===== config.mk =====
export PLATFORM = sky130hd
export DESIGN_NAME = fifo_burst_reader
export DESIGN_NICKNAME = d
export VERILOG_FILES = /design/src/rtl/fifo_rd_pkg.sv /design/src/rtl/fifo_burst_reader_out_stage.sv /design/src/rtl/fifo_burst_reader.sv
export SDC_FILE = /design/constraint.sdc
export NUM_CORES = 1
export LEC_CHECK = 0
export CORE_ASPECT_RATIO = 1.2
export CORE_UTILIZATION = 48
export CTS_CLUSTER_SIZE = 16
export DETAILED_ROUTE_END_ITERATION = 12
export GPL_TIMING_DRIVEN = 0
export HOLD_SLACK_MARGIN = 0.15
export PLACE_DENSITY = 0.79
export SYNTH_ARGS = -nofsm -noshare
export SYNTH_HDL_FRONTEND = slang
export SYNTH_HIERARCHICAL = 1
export SYNTH_SLANG_ARGS = --single-unit
export TNS_END_PERCENT = 50

===== constraint.sdc =====
create_clock -name clk -period 2.57 [get_ports clk]
set_clock_uncertainty 0.05 [all_clocks]
set_input_delay 0.771 -clock clk [delete_from_list [all_inputs] [get_ports clk]]
set_output_delay 0.771 -clock clk [all_outputs]
set_load 0.02 [all_outputs]

===== src/rtl/fifo_rd_pkg.sv =====
// fifo_rd_pkg: shared state encoding and sizing helper for the FIFO burst reader.
package fifo_rd_pkg;
   typedef enum logic [1:0] {IDLE, READ, DRAIN} rd_state_t;
   function automatic int len_w(input int maxburst);
      return $clog2(maxburst + 1);
   endfunction
endpackage


===== src/rtl/fifo_burst_reader_out_stage.sv =====
// out_stage: one-entry valid/ready register carrying a data word and its last flag.
module out_stage #(
   parameter int busw = 32
) (
   input  logic            clk,
   input  logic            rst,
   input  logic            load,
   input  logic [busw-1:0] load_data,
   input  logic            load_last,
   input  logic            ready,
   output logic            valid,
   output logic [busw-1:0] data,
   output logic            last
);
   // load is only raised when the slot is free or being accepted, so a held word never changes
   always_ff @(posedge clk or negedge rst)
      if (!rst) begin
         valid <= 1'b0;
         data  <= '0;
         last  <= 1'b0;
      end else if (load) begin
         valid <= 1'b1;
         data  <= load_data;
         last  <= load_last;
      end else if (ready) begin
         valid <= 1'b0;
      end
endmodule


===== src/rtl/fifo_burst_reader.sv =====
// fifo_burst_reader: pulls a commanded number of words from a show-ahead FIFO onto a
// valid/ready stream, flags the final word and reports a modular checksum.
module fifo_burst_reader
   import fifo_rd_pkg::*;
#(
   parameter int busw = 32,
   parameter int maxburst = 16,
   localparam int lw = len_w(maxburst)
) (
   input  logic            clk,
   input  logic            rst,
   input  logic            req_valid,
   input  logic [lw-1:0]   req_len,
   output logic            req_ready,
   input  logic            empty,
   input  logic [busw-1:0] fifo_data,
   output logic            pull,
   output logic            out_valid,
   output logic [busw-1:0] out_data,
   output logic            out_last,
   input  logic            out_ready,
   output logic            done,
   output logic [busw-1:0] csum
);
   rd_state_t state, state_nx;
   logic [lw-1:0] remain, len_c;
   logic [busw-1:0] acc;
   logic accept;
   assign len_c  = (req_len > lw'(maxburst)) ? lw'(maxburst) : req_len;
   assign accept = out_valid && out_ready;
   always_comb begin
      state_nx  = state;
      req_ready = state == IDLE;
      pull      = state == READ && !empty && remain != '0 && (!out_valid || out_ready);
      case (state)
         IDLE:    if (req_valid && len_c != '0) state_nx = READ;
         READ:    if (pull && remain == lw'(1)) state_nx = DRAIN;
         DRAIN:   if (accept && out_last) state_nx = IDLE;
         default: state_nx = IDLE;
      endcase
   end
   always_ff @(posedge clk or negedge rst)
      if (!rst) state <= IDLE;
      else state <= state_nx;
   // a zero-length command completes on its own with an empty checksum
   always_ff @(posedge clk or negedge rst)
      if (!rst) begin
         remain <= '0;
         acc    <= '0;
         done   <= 1'b0;
         csum   <= '0;
      end else begin
         done <= 1'b0;
         if (req_ready && req_valid) begin
            remain <= len_c;
            acc    <= '0;
            if (len_c == '0) begin
               done <= 1'b1;
               csum <= '0;
            end
         end
         if (pull) begin
            remain <= remain - lw'(1);
            acc    <= acc + fifo_data;
         end
         if (state == DRAIN && accept && out_last) begin
            done <= 1'b1;
            csum <= acc;
         end
      end
   out_stage #(.busw(busw)) u_out (
      .clk(clk),
      .rst(rst),
      .load(pull),
      .load_data(fifo_data),
      .load_last(remain == lw'(1)),
      .ready(out_ready),
      .valid(out_valid),
      .data(out_data),
      .last(out_last)
   );
endmodule

After elaboration in Yosys (flattened, before gate mapping)
Cells that the tools add are included.
{"block": "op_classes", "mul": 0, "div": 0, "bitwise": 0, "addsub": 2, "n_lt_le_gt_ge": 1, "mux": 17, "n_eq_ne": 6, "n_reduce_logical": 23, "shift": 0}
{"operator": "$mux 32", "n": 5}
{"operator": "$add 32x32->32", "n": 1}
{"operator": "$mux 5", "n": 3}
{"operator": "$logic_and 1x1->1", "n": 10}
{"operator": "$reduce_bool 5->1", "n": 2}
{"operator": "$reduce_bool 2->1", "n": 4}
{"operator": "$mux 2", "n": 3}
{"operator": "$pmux 2 s3", "n": 1}
{"operator": "$eq 5x1->1 const B", "n": 1}
{"operator": "$gt 5x5->1 const B", "n": 1}
{"operator": "$logic_not 5->1", "n": 1}
{"operator": "$mux 1", "n": 5}
{"operator": "$sub 5x1->5 const B", "n": 1}
{"operator": "$ne 2x1->1 const B", "n": 2}
{"operator": "$reduce_and 3->1", "n": 1}
{"operator": "$eq 2x1->1 const B", "n": 1}
{"operator": "$eq 2x2->1 const B", "n": 1}
{"operator": "$logic_not 1->1", "n": 2}
{"operator": "$logic_not 2->1", "n": 1}
{"operator": "$ne 2x2->1 const B", "n": 1}
{"operator": "$reduce_and 2->1", "n": 1}
{"operator": "$logic_or 1x1->1", "n": 1}
{"block": "word_totals", "n_memories": 0, "register_bits": 106, "ramBits": 0, "mem_bits_ro": 0, "latch_bits": 0, "output_inout_bits": 69, "inputBits": 42, "wordCells": 57}

Logic depth before layout (Yosys ltp)
{"block": "logic_depth", "ltp_word": 7, "mapped_depth": 11, "ltp_nobuf": 11}

Cells and area by module
The synthesis kept the hierarchy.
{"module": "fifo_burst_reader", "n_inst": 1, "area_each_um2": 4415.5, "cells_each": 471}
{"module": "out_stage", "n_inst": 1, "area_each_um2": 1413.9, "cells_each": 73}

Worst setup path before layout
OpenSTA, ideal clock, no wires.
{"block": "synth_timing", "kind": "in2reg", "start": "input port fifo_data[0]", "end": "register acc[30]", "cell_stages": 11, "n_path_buf": 0, "slack_ps": -352, "t_arrival_ps": 2803, "cell_sequence": "ha_1 > inv_1 > fa_1 > nor2b_1 > o31a_1 > o211a_1 > a211o_1 > a211o_1 > o211ai_2 > or4_1 > nand3_1"}
{"block": "synth_between", "elab_chain_cells": 2}
{"item": "from (decl)", "line": "fifo_burst_reader.sv:16", "source": "input logic [busw-1:0] fifo_data,"}
{"item": "$add 32x32->32", "line": "fifo_burst_reader.sv:64", "source": "acc <= acc + fifo_data;"}
{"item": "$mux 32", "line": "fifo_burst_reader.sv:62", "source": "if (pull) begin"}
{"item": "to (signal assigned)", "line": "fifo_burst_reader.sv:64"}
{"item": "to (decl)", "line": "fifo_burst_reader.sv:27", "source": "logic [busw-1:0] acc;"}
No other way between the ends.
A chain may end at the register's enable or synchronous reset.

Worst setup path in the final report
{"block": "layout_timing", "start": "input port fifo_data[6]", "end": "register acc[24]"}
Same word-level chain as after synthesis.

==> impl_metrics.env <==
export IMPL_reg2reg_to="acc[24]$_DFFE_PN0P_"
export IMPL_drt_iter0_markers=228
export IMPL_yosys_top_cells_count="106 x dfrtp_1, 41 x o21ai_0, 39 x nand3_1"
export IMPL_finalSetupViolations=7
export IMPL_clkTransAtPathRegs_ns=0.07
export IMPL_r2r_setup_slack_ns=-0.08
export IMPL_route_detailed_drc=0
export IMPL_cp_arrival_ns=2.90
export IMPL_grt_pass1_vias=5287
export IMPL_tightest_slew_ns=0.8704
export IMPL_path_max_fanout=2
export IMPL_synth_area_top_cells="dfrtp_1 46%, mux2_4 7.5%, ha_1 7.3%"
export IMPL_cap_viol_max_count=0
export IMPL_violations="setup timing"
export IMPL_drtPass1Iterations=5
export IMPL_area_growth_pct=41.96
export IMPL_routedWlPerCell_um=19.70
export IMPL_yosys_cell_count_top_type="dfrtp_1"
export IMPL_yosys_warnings=6
export IMPL_hold_path_class="flip-flop to flip-flop"
export IMPL_max_slew_margin_pct=41.98
export IMPL_p_comb_share_pct=58.0
export IMPL_synth_seq_cells=106
export IMPL_syn_inst=544
export IMPL_async_reset_ff_share_pct=100.0
export IMPL_die_w_um=102.6
export IMPL_end_kind="flip-flop"
export IMPL_synth_nets=621
export IMPL_p_int_w=0.005815
export IMPL_crit_type="input port to flip-flop"
export IMPL_postSynthAreaPerCell_um2=10.72
export IMPL_ant_nets=0
export IMPL_switching_share_pct=40.29
export IMPL_fin_ws_ns=-0.1430
export IMPL_nFillCells=852
export IMPL_power_switching_w=0.003925
export IMPL_ys_seq_area_share_pct=45.50
export IMPL_overflow=0
export IMPL_drive_gt1_share_pct=27.77
export IMPL_fin_crit_sh_pct=105.6
export IMPL_cts_hold_buf=0
export IMPL_antenna_found_initial=0
export IMPL_cts_buffers=9
export IMPL_io_buffers=110
export IMPL_n_antenna_cell=0
export IMPL_grt_pass1_wl_mm=26.67
export IMPL_syn_area_mm2=0.005829
export IMPL_synth_cell_types=57
export IMPL_die_area_mm2=0.01259
export IMPL_post_drt_via_cell_ratio=5.917
export IMPL_num_rows=43
export IMPL_rsz0062_at_grt="yes"
export IMPL_globalplace_congestion=0.9067
export IMPL_num_nets_final=785
export IMPL_seqPwrFrac_pct=28.2
export IMPL_synth_edff_count=0
export IMPL_die_height_um=122.7
export IMPL_clk_latency_ns=0.36
export IMPL_coreArea_mm2=0.01167
export IMPL_startpoint_type="input port"
export IMPL_pin_count=111
export IMPL_grt_use_total_pct=27.83
export IMPL_cts_tree="done"
export IMPL_synth_top_area_cell="dfrtp_1"
export IMPL_htreeDepth=3
export IMPL_min_from="csum[25]$_DFFE_PN0P_"
export IMPL_outcome="finished with violations"
export IMPL_min_to="csum[25]$_DFFE_PN0P_"
export IMPL_rr_worst_depth=12
export IMPL_initial_utilization_pct=49.93
export IMPL_ir_drop_mv=0.6599
export IMPL_post_route_min_period_ns=2.713
export IMPL_cts_root_buf="clkbuf_16"
export IMPL_whs_path_depth=1
export IMPL_cp_required_ns=2.76
export IMPL_place_ws_ns=-1.491
export IMPL_grt_start_max_net_pins=68
export IMPL_cts_num_sinks=106
export IMPL_clockPowerShare_pct=13.9
export IMPL_ys_flop_type="dfrtp_1"
export IMPL_hold_viol=0
export IMPL_finalPower_w=0.009740
export IMPL_synth_top_area_share_pct=45.50
export IMPL_finalWirelength_mm=17.14
export IMPL_post_route_util_pct=70.88
export IMPL_slew_violations=0
export IMPL_power_leakage_nw=3.684
export IMPL_dr_total_vias=5148
export IMPL_power_density_mw_per_mm2=1177
export IMPL_clockBufferDepth=2
export IMPL_r2r_start="acc[0]$_DFFE_PN0P_"
export IMPL_max_freq_mhz=368.6
export IMPL_hpwlAfterDp_mm=11.11
==> worst max path at each step <==
stage / cells past startpoint / from / end
3_3_place_gp: 1 / rst / u_out/data[5]$_DFFE_PN0P_
4_1_cts: 12 / fifo_data[0] / acc[20]$_DFFE_PN0P_
3_5_place_dp: 7 / out_ready / pull
2_1_floorplan: 11 / fifo_data[0] / acc[28]$_DFFE_PN0P_
5_1_grt: 10 / fifo_data[20] / acc[29]$_DFFE_PN0P_
6_report: 10 / fifo_data[6] / acc[24]$_DFFE_PN0P_
==> cells by family (layout without fill, tap and decap cells) <==
kind of cell | Yosys count | in the layout | synth area share [%]
AOI/OAI and AO/OA | 168 | 168 | 19.64
xor gates and xnor gates | 21 | 21 | 3.155
adders and majority gates | 35 | 35 | 7.641
buffers and inverters | 41 | 210 | 3.606
DFF | 106 | 106 | 45.50
muxes | 33 | 33 | 8.242
and+or+nand+nor | 140 | 140 | 12.21
==> power by group through the flow <==
stage,Sequential [W],Combinational [W],Clock (W)
2_1_floorplan,0.00294,0.00278,0
3_3_place_gp,0.00266,0.00437,0
3_5_place_dp,0.00269,0.00447,0
4_1_cts,0.00274,0.00522,0.00138
5_1_grt,0.00282,0.00604,0.00144
6_report,0.00275,0.00565,0.00135
==> stage by stage <==
step	hold WS (ns)	setup TNS, ns	std cells	instance area [um^2]
after CTS	0.4527	-0.8783	853	8123
after detailed placement	0.4303	-71.40	812	7208
after global placement	0.4128	-424.24	811	7191
final	0.4517	-0.5908	870	8275
after floorplan	0.3984	-1.464	544	5893
after global routing	0.4607	-1.300	870	8275
==> registers in the layout, indices dropped and copies added (netlist names) <==
name,flops
csum,32
u_out/last,1
u_out/data,32
done,1
acc,32
remain,5
state,2
u_out/valid,1
==> worst max-delay path, stage by stage <==
cell and delay [ns]:
buf_2 0.12, ha_4 0.16, or4_4 0.54, o211a_4 0.28, buf_6 0.12, a2111oi_4 0.24, nor4_2 0.10, nor3_1 0.20
xor2_1 0.24, o21ai_1 0.11
==> what timing repair did <==
item	4_1_cts	5_1_grt
setup endpoints to repair	99	59
pin swaps	48	46
cloned	0	0
resized for setup	137	52
setup buffers	30	17
==> area by class of cell <==
class                   count  area (um^2)  share of cell area (%)
inverters                  14        52.55                  0.6350
clock buffers              10        239.0                   2.888
plain buffers              22        167.7                   2.026
flip-flops and latches    106         2653                   32.05
multi-input cells         397         3525                   42.59
well taps                 157        196.4                   2.374
repair buffers            158         1393                   16.83
clock inverters             6        50.05                  0.6048
==> layout by cell type (no fill, tap or decap), types with 6 or more instances in the layout <==
master,count
a21o_1,16
a21oi_1,25
a22o_1,32
buf_2,6
buf_4,47
clkbuf_1,11
clkbuf_16,10
clkbuf_2,17
clkdlybuf4s50_1,80
dfrtp_1,106
dlygate4sd2_1,6
ha_1,9
ha_4,25
inv_1,11
mux2_4,29
nand2_1,29
nand2b_1,6
nand3_1,36
nand4_1,8
nor2_1,20
nor3_1,6
o21ai_0,31
o21ai_1,9
xnor2_1,8
xor2_1,12
==> metal layers <==
| layer | GRT usage [%] | share of wire (%) | vias up |
|---|---|---|---|
| met3 | 3.588 | 4.6 | 51 |
| met1 | 35.31 | 42 | 2562 |
| met5 | 0 | 0 | - |
| met4 | 11.52 | 2.8 | 0 |
| li1 | - | - | 2344 |
| met2 | 47.42 | 50 | 191 |
(Power assumes the default switching activity.)
